<file path="config.mk">
export PLATFORM = sky130hd
export DESIGN_NAME = mean_operand_accumulator_flat
export DESIGN_NICKNAME = d
export VERILOG_FILES = /design/src/rtl/mean_operand_accumulator_if.sv /design/src/rtl/mean_operand_accumulator.sv /design/src/flat_wrapper.sv
export SDC_FILE = /design/constraint.sdc
export NUM_CORES = 1
export LEC_CHECK = 0
export BUFFER_PORTS_ARGS = -buffer_cell sky130_fd_sc_hd__buf_2
export CAP_MARGIN = 10
export CORE_ASPECT_RATIO = 1.25
export CORE_UTILIZATION = 28
export CTS_BUF_LIST = sky130_fd_sc_hd__clkbuf_4
export CTS_CLUSTER_DIAMETER = 100
export DETAILED_ROUTE_END_ITERATION = 10
export GPL_ROUTABILITY_DRIVEN = 0
export GPL_TIMING_DRIVEN = 0
export PLACE_DENSITY_LB_ADDON = 0.15
export SETUP_SLACK_MARGIN = 0.15
export SLEW_MARGIN = 20
export SYNTH_ARGS = -nofsm -noshare
export SYNTH_HDL_FRONTEND = slang
export SYNTH_SLANG_ARGS = --single-unit
</file>
<file path="constraint.sdc">
create_clock -name clk -period 4.41 [get_ports clk]
set_input_delay 0.6615 -clock clk [delete_from_list [all_inputs] [get_ports clk]]
set_output_delay 0.6615 -clock clk [all_outputs]
set_load 0.005 [all_outputs]
</file>
<file path="src/rtl/mean_operand_accumulator_if.sv">
// Bus bundle between the frame-mean accumulator and its environment.
//   slave  : the accumulator itself (consumes samples and divider results,
//            drives the divider operands and the mean result).
//   master : the environment (sample source, divider, result sink).
// Signals:
//   sample_valid/sample_data/frame_end   sample stream into the accumulator
//   sample_ready                         accumulator can take samples
//   div_en/g_dividend_Q/g_divider_Q      divide request and operands
//   quotient/done                        divider result
//   mean_valid/mean_out/zero_frame       frame mean result
//   overrun/timeout_err                  sticky error flags
interface mean_operand_accumulator_if;
  logic        sample_valid;
  logic [31:0] sample_data;
  logic        frame_end;
  logic        sample_ready;
  logic        div_en;
  logic [63:0] g_dividend_Q;
  logic [63:0] g_divider_Q;
  logic [31:0] quotient;
  logic        done;
  logic        mean_valid;
  logic [31:0] mean_out;
  logic        zero_frame;
  logic        overrun;
  logic        timeout_err;

  modport slave (
    input  sample_valid, sample_data, frame_end, quotient, done,
    output sample_ready, div_en, g_dividend_Q, g_divider_Q,
           mean_valid, mean_out, zero_frame, overrun, timeout_err
  );

  modport master (
    output sample_valid, sample_data, frame_end, quotient, done,
    input  sample_ready, div_en, g_dividend_Q, g_divider_Q,
           mean_valid, mean_out, zero_frame, overrun, timeout_err
  );
endinterface

</file>
<file path="src/rtl/mean_operand_accumulator.sv">
// Frame-mean accumulator feeding a binary divider.
// Sums a frame of unsigned 32-bit samples into a 64-bit dividend and counts
// them into the divisor, fires a one-cycle div_en, waits (bounded) for the
// divider's done and republishes the quotient as the frame mean.
// Ports:
//   clk    rising-edge clock
//   reset  synchronous, active-high reset
//   bus    mean_operand_accumulator_if.slave (sample stream, divider
//          request/response, mean result, sticky error flags)
// Parameters:
//   MAX_COUNT  samples after which a frame is force-closed
//   TIMEOUT    WAIT cycles allowed before a division is abandoned
module mean_operand_accumulator #(
  parameter int unsigned MAX_COUNT = 65535,
  parameter int unsigned TIMEOUT   = 8192
) (
  input  logic                          clk,
  input  logic                          reset,
  mean_operand_accumulator_if.slave     bus
);

  typedef enum logic [1:0] {ACCUM, ISSUE, WAIT, OUTPUT} state_t;

  state_t      state_q;
  logic [63:0] sum_q, sum_d;
  logic [31:0] count_q, count_d;
  logic [31:0] tmo_q;
  logic        close;
  logic        sample_ready_q;
  logic        div_en_q;
  logic [63:0] dividend_q;
  logic [63:0] divider_q;
  logic        mean_valid_q;
  logic [31:0] mean_out_q;
  logic        zero_frame_q;
  logic        overrun_q;
  logic        timeout_err_q;

  // Sum/count as they would be with this cycle's sample folded in, so a
  // sample arriving together with frame_end is part of the closing frame.
  always_comb begin
    // NOTE: every output of a combinational block gets a default first so no
    // path leaves it unassigned, which would otherwise infer a latch.
    sum_d   = sum_q;
    count_d = count_q;
    if (bus.sample_valid) begin
      sum_d   = sum_q + {32'b0, bus.sample_data};
      count_d = count_q + 32'd1;
    end
    close = bus.frame_end || (bus.sample_valid && (count_d == MAX_COUNT));
  end

  // NOTE: all state and outputs are updated with non-blocking assignments so
  // every register samples the pre-edge values, independent of statement order.
  always_ff @(posedge clk) begin
    if (reset) begin
      state_q        <= ACCUM;
      sum_q          <= '0;
      count_q        <= '0;
      tmo_q          <= '0;
      sample_ready_q <= 1'b1;
      div_en_q       <= 1'b0;
      dividend_q     <= '0;
      divider_q      <= '0;
      mean_valid_q   <= 1'b0;
      mean_out_q     <= '0;
      zero_frame_q   <= 1'b0;
      overrun_q      <= 1'b0;
      timeout_err_q  <= 1'b0;
    end else begin
      div_en_q     <= 1'b0;
      mean_valid_q <= 1'b0;
      zero_frame_q <= 1'b0;

      // sample_ready_q is high exactly in ACCUM, so it doubles as "busy".
      if (bus.sample_valid && !sample_ready_q) overrun_q <= 1'b1;

      case (state_q)
        ACCUM: begin
          sum_q   <= sum_d;
          count_q <= count_d;
          if (close) begin
            sample_ready_q <= 1'b0;
            if (count_d == 32'd0) begin
              // Empty frame: report a zero mean without touching the divider.
              state_q      <= OUTPUT;
              mean_out_q   <= '0;
              mean_valid_q <= 1'b1;
              zero_frame_q <= 1'b1;
            end else begin
              state_q    <= ISSUE;
              div_en_q   <= 1'b1;
              dividend_q <= sum_d;
              divider_q  <= {32'b0, count_d};
            end
          end
        end

        ISSUE: begin
          state_q <= WAIT;
          tmo_q   <= '0;
        end

        WAIT: begin
          if (bus.done) begin
            state_q      <= OUTPUT;
            mean_out_q   <= bus.quotient;
            mean_valid_q <= 1'b1;
            sum_q        <= '0;
            count_q      <= '0;
            dividend_q   <= '0;
            divider_q    <= '0;
          end else if (tmo_q == TIMEOUT - 1) begin
            // Divider is presumed lost: drop the frame, keep the old mean.
            state_q        <= ACCUM;
            sample_ready_q <= 1'b1;
            timeout_err_q  <= 1'b1;
            sum_q          <= '0;
            count_q        <= '0;
            dividend_q     <= '0;
            divider_q      <= '0;
          end else begin
            tmo_q <= tmo_q + 32'd1;
          end
        end

        OUTPUT: begin
          state_q        <= ACCUM;
          sample_ready_q <= 1'b1;
          sum_q          <= '0;
          count_q        <= '0;
          dividend_q     <= '0;
          divider_q      <= '0;
        end

        default: begin
          state_q        <= ACCUM;
          sample_ready_q <= 1'b1;
        end
      endcase
    end
  end

  assign bus.sample_ready = sample_ready_q;
  assign bus.div_en       = div_en_q;
  assign bus.g_dividend_Q = dividend_q;
  assign bus.g_divider_Q  = divider_q;
  assign bus.mean_valid   = mean_valid_q;
  assign bus.mean_out     = mean_out_q;
  assign bus.zero_frame   = zero_frame_q;
  assign bus.overrun      = overrun_q;
  assign bus.timeout_err  = timeout_err_q;

endmodule

</file>
<file path="src/flat_wrapper.sv">
// flat-port wrapper written by rule: the top's interface ports become plain ports
module mean_operand_accumulator_flat 
#(
  parameter int unsigned MAX_COUNT = 65535,
  parameter int unsigned TIMEOUT   = 8192
)
  (clk, reset, bus_sample_valid, bus_sample_data, bus_frame_end, bus_quotient, bus_done, bus_sample_ready, bus_div_en, bus_g_dividend_Q, bus_g_divider_Q, bus_mean_valid, bus_mean_out, bus_zero_frame, bus_overrun, bus_timeout_err);
  mean_operand_accumulator_if bus_i ();
  input  logic clk;
  input  logic reset;
  input wire logic [$bits(bus_i.sample_valid)-1:0] bus_sample_valid;
  input wire logic [$bits(bus_i.sample_data)-1:0] bus_sample_data;
  input wire logic [$bits(bus_i.frame_end)-1:0] bus_frame_end;
  input wire logic [$bits(bus_i.quotient)-1:0] bus_quotient;
  input wire logic [$bits(bus_i.done)-1:0] bus_done;
  output wire logic [$bits(bus_i.sample_ready)-1:0] bus_sample_ready;
  output wire logic [$bits(bus_i.div_en)-1:0] bus_div_en;
  output wire logic [$bits(bus_i.g_dividend_Q)-1:0] bus_g_dividend_Q;
  output wire logic [$bits(bus_i.g_divider_Q)-1:0] bus_g_divider_Q;
  output wire logic [$bits(bus_i.mean_valid)-1:0] bus_mean_valid;
  output wire logic [$bits(bus_i.mean_out)-1:0] bus_mean_out;
  output wire logic [$bits(bus_i.zero_frame)-1:0] bus_zero_frame;
  output wire logic [$bits(bus_i.overrun)-1:0] bus_overrun;
  output wire logic [$bits(bus_i.timeout_err)-1:0] bus_timeout_err;
  assign bus_i.sample_valid = bus_sample_valid;
  assign bus_i.sample_data = bus_sample_data;
  assign bus_i.frame_end = bus_frame_end;
  assign bus_i.quotient = bus_quotient;
  assign bus_i.done = bus_done;
  assign bus_sample_ready = bus_i.sample_ready;
  assign bus_div_en = bus_i.div_en;
  assign bus_g_dividend_Q = bus_i.g_dividend_Q;
  assign bus_g_divider_Q = bus_i.g_divider_Q;
  assign bus_mean_valid = bus_i.mean_valid;
  assign bus_mean_out = bus_i.mean_out;
  assign bus_zero_frame = bus_i.zero_frame;
  assign bus_overrun = bus_i.overrun;
  assign bus_timeout_err = bus_i.timeout_err;
  mean_operand_accumulator #(.MAX_COUNT(MAX_COUNT), .TIMEOUT(TIMEOUT)) u_core (.clk(clk), .reset(reset), .bus(bus_i));
endmodule
</file>
==> impl_metrics.py <==
metrics = {
    "routing": {
        "ant_nets": 0,
        "num_vias": 14680,
        "viasPerCell": 5.285,
        "dr.pass1.iters": 7,
        "drc_errors": 0,
        "wire_per_inst_um": 20.84,
        "wl_mm": 57.88,
        "drt_first_iter_violations": 958,
    },
    "cells_and_area": {
        "finalNetCount": 2175,
        "final_util_pct": 34.97,
        "multiInputGateArea_mm2": 0.008329,
        "syn_to_final_growth_pct": 23.14,
        "fin_area_mm2": 0.01763,
        "register_area_mm2": 0.005285,
        "drive_gt1_share_pct": 21.20,
        "fill_cells": 5466,
        "final_cells": 2777,
    },
    "yosys": {
        "netlist_instances": 1732,
        "synth.yosys.seq_area_share_pct": 36.91,
        "async_reset_ff_share_pct": 0,
        "ys_warn_count": 0,
        "synth_flop_cell": "dfxtp_1",
        "synth.avg_cell_area_um2": 8.266,
        "ys_types": 85,
        "syn_area_mm2": 0.01432,
        "synth_seq_cells": 264,
        "synth_edf_count": 0,
    },
    "global_route": {
        "grt-ovfl-total": 0,
        "antenna_found_initial": 2,
        "grt_start_max_net_pins": 13,
        "grt_pass1_vias": 13980,
        "track_usage_pct": 21.94,
        "grt_pass1_wl_mm": 86.08,
    },
    "setup_path": {
        "critPathMaxFanout": 10,
        "slowest_delay_ps": 680,
        "r2r_start": "u_core.sum_q[24]$_SDFFE_PP0P_",
        "crit_cells": 11,
        "worstPathCellList": "ha_1, clkbuf_1, nand3_1, or3_1, nor2_1, o211a_1, nor3_2, nor4_2, nor4b_1, xnor2_1, o2bb2ai_1",
        "r2r_cells": 11,
        "crit_type": "reg -> reg",
        "worstPathArrival_ps": 4760,
        "cp.buffers_inverters": 1,
        "crit_start": "u_core.sum_q[24]$_SDFFE_PP0P_",
        "critical_path.top_delay_family": "simple AND/OR/NAND/NOR gates",
        "endpoint_kind": "flip-flop",
        "startpoint_type": "flip-flop",
        "critPathSlowestCell": "nor4b_1",
        "worstReg2RegEnd": "u_core.bus.g_dividend_Q[56]$_SDFFE_PP0P_",
        "critPathCapture": "u_core.bus.g_dividend_Q[56]$_SDFFE_PP0P_",
        "cp_data_required_time_ps": 5080,
        "rrSetupSlack_ps": 320,
    },
    "pwr": {
        "p_leak_nw": 7.019,
        "finalPower_w": 0.006689,
        "p_sw_w": 0.002394,
        "ir_drop_mv": 0.1611,
        "p_int_w": 0.004295,
        "netSwitchingFraction_pct": 35.78,
        "p_clk_share_pct": 35.6,
        "powerDensity_mw_per_mm2": 379.4,
        "combinationalPowerShare_pct": 25.6,
        "p_seq_share_pct": 38.8,
    },
    "place": {
        "portBuffers": 201,
        "dp.cells": 2623,
        "dp_hpwl_mm": 43.28,
        "place_area_mm2": 0.01629,
    },
    "timing": {
        "rsz0062_at_grt": "no",
        "max_freq_ghz": 0.2447,
        "relSlewSlack_pct": 28.07,
        "finalHoldViolations": 0,
        "finClkSkew_ps": 48.24,
        "slew_viol_final": 0,
        "whs_ps": 78.94,
        "setup_viol": 0,
        "post-route-period-util_pct": 92.67,
        "layout_min_cycle_time_ps": 4087,
        "tightest_slew_ps": 1073,
    },
    "clock_tree": {
        "cts_buffers": 73,
        "clock-root-buffer": "clkbuf_4",
        "clk_pin_slew_worst_paths_ps": 70,
        "clk_latency_ps": 830,
        "cts_tree": "yes",
        "h-tree-depth": 3,
        "cts.sinks": 264,
        "cts_buffer_depth": 3,
    },
    "floorplanning": {
        "die_y_um": 254.8,
        "rows": 92,
        "start_util_pct": 28.40,
        "ios": 235,
        "dieArea_mm2": 0.05205,
        "fp.dieW_um": 204.3,
        "coreArea_mm2": 0.05042,
    },
    "run_status": {
        "status": "completed",
    },
    "flow_run": {
        "drv_cap": 0,
    },
    "min_path": {
        "hold_class": "in -> reg",
    },
}
==> logic make-up (layout without fill, tap and decap cells) <==
family | Yosys count | after routing | synth area share, %
flip-flops | 264 | 264 | 36.91
other | 1 | 33 | 0.02619
AO/OA/AOI/OAI | 468 | 468 | 22.49
AND/OR/NAND/NOR | 639 | 639 | 22.45
adder cells (fa/ha/maj) | 35 | 35 | 3.111
XOR/XNOR | 116 | 116 | 7.096
multiplexers | 23 | 23 | 1.625
buffers and inverters | 186 | 541 | 6.292
==> cells in the mapped netlist (8+ instances only) <==
| cell | number | share of area (%) |
|---|---|---|
| nand3_1 | 50 | 1.7 |
| buf_1 | 9 | 0.24 |
| o21a_1 | 8 | 0.42 |
| xor2_1 | 59 | 3.6 |
| nor3_1 | 56 | 2.0 |
| o31ai_1 | 9 | 0.47 |
| nor2_1 | 173 | 4.5 |
| buf_2 | 16 | 0.56 |
| o211ai_1 | 15 | 0.79 |
| and2_1 | 11 | 0.48 |
| o2bb2ai_1 | 28 | 1.7 |
| clkbuf_1 | 96 | 2.5 |
| a211oi_1 | 13 | 0.68 |
| mux2i_1 | 21 | 1.5 |
| buf_4 | 36 | 1.9 |
| a22oi_1 | 17 | 0.89 |
| a21oi_1 | 146 | 5.1 |
| o41ai_1 | 10 | 0.61 |
| a21o_1 | 8 | 0.42 |
| o21ai_0 | 70 | 2.4 |
| nor2b_1 | 8 | 0.35 |
| nor4_1 | 26 | 1.1 |
| ha_1 | 34 | 3.0 |
| dfxtp_1 | 264 | 37 |
| a31o_2 | 10 | 0.61 |
| nand2_1 | 154 | 4.0 |
| xnor2_1 | 57 | 3.5 |
| or4_1 | 30 | 1.6 |
| and3_1 | 20 | 0.87 |
| nand4_1 | 37 | 1.6 |
| inv_1 | 21 | 0.55 |
| a311oi_1 | 8 | 0.49 |
| a22o_1 | 42 | 2.6 |
| or3_1 | 24 | 1.0 |
==> power by group through the flow <==
stage	combinational (W)	sequential, W	clock (W)
after CTS	0.00169	0.00259	0.00247
final	0.00171	0.00259	0.00238
after detailed placement	0.00165	0.00264	0
after floorplan	0.00104	0.00262	0
after global placement	0.00164	0.00264	0
after global routing	0.00186	0.00260	0.00257
==> final cells by class <==
class	instances	share of cell area [%]
multi-input combinational	1313	47.24
antenna	1	0.01419
inverter	21	0.4471
clock buffer	109	4.641
sequential	264	29.98
clock inverter	13	0.7168
buffer	165	4.797
timing repair buffer	233	7.494
tap	658	4.670
==> placed cells by master (no fill, tap or decap), types with 36 or more instances in the layout <==
| master | count |
|---|---|
| buf_4 | 36 |
| a22o_1 | 42 |
| clkbuf_4 | 109 |
| clkbuf_1 | 87 |
| xor2_1 | 59 |
| xnor2_1 | 57 |
| nand2_1 | 154 |
| nor3_1 | 53 |
| nor2_1 | 172 |
| nand3_1 | 49 |
| buf_2 | 220 |
| nand4_1 | 37 |
| o21ai_0 | 69 |
| dfxtp_1 | 264 |
| a21oi_1 | 146 |
==> per-layer routing <==
metal  share of wire [%]  vias to the layer above  GRT usage [%]
li1                    -                     6996              -
met1                  42                     7050          26.64
met2                  49                      527          37.67
met3                 6.0                      102          4.011
met4                 3.5                        2          9.574
met5               0.022                        -              0
==> per-stage QoR <==
stage	TNS, ps	setup WS [ps]
after global routing	0	122.0
after CTS	0	150.4
after global placement	-55990	-609.1
after floorplan	0	710.7
final	0	323.1
after detailed placement	-49090	-425.0
==> worst reg2reg max path: stages (launching register included) <==
cell and delay (ps):
dfxtp_1 350, ha_1 300, clkbuf_1 380, nand3_1 190
or3_1 450, nor2_1 160, o211a_1 280, nor3_2 180
nor4_2 660, nor4b_1 680, xnor2_1 220, o2bb2ai_1 90
==> how the worst min path moves through the flow <==
stage | from | cells after the start | slack [ps] | end
floorplan | u_core.bus.g_dividend_Q[1]$_SDFFE_PP0P_ | 2 | 440 | u_core.bus.g_dividend_Q[1]$_SDFFE_PP0P_
global placement | u_core.bus.g_dividend_Q[39]$_SDFFE_PP0P_ | 2 | 440 | u_core.bus.g_dividend_Q[39]$_SDFFE_PP0P_
detailed placement | u_core.bus.g_dividend_Q[52]$_SDFFE_PP0P_ | 1 | 440 | u_core.bus.g_dividend_Q[52]$_SDFFE_PP0P_
CTS | bus_quotient[6] | 2 | 9 | u_core.bus.mean_out[6]$_SDFFE_PP0P_
global route | bus_quotient[6] | 2 | 50 | u_core.bus.mean_out[6]$_SDFFE_PP0P_
finish | bus_quotient[6] | 2 | 80 | u_core.bus.mean_out[6]$_SDFFE_PP0P_
==> sequential cells by signal, indices dropped and copies added (netlist names) <==
name,cells
u_core.bus.g_dividend_Q,64
u_core.bus.zero_frame,1
u_core.bus.div_en,1
u_core.count_q,32
u_core.sum_q,64
u_core.bus.timeout_err,1
u_core.tmo_q,32
u_core.bus.sample_ready,1
u_core.bus.mean_out,32
u_core.bus.g_divider_Q,32
u_core.bus.mean_valid,1
u_core.bus.overrun,1
u_core.state_q,2
==> what timing repair did <==
| action | in CTS | in global routing |
|---|---|---|
| hold buffers | 31 | 0 |
| endpoints found under the setup margin | 143 | 170 |
| resized for setup | 15 | 16 |
| pin swaps | 0 | 0 |
| setup buffers | 0 | 0 |
| endpoints found under the hold margin | 31 | 0 |
No activity file was read; power rests on OpenSTA's default activity.
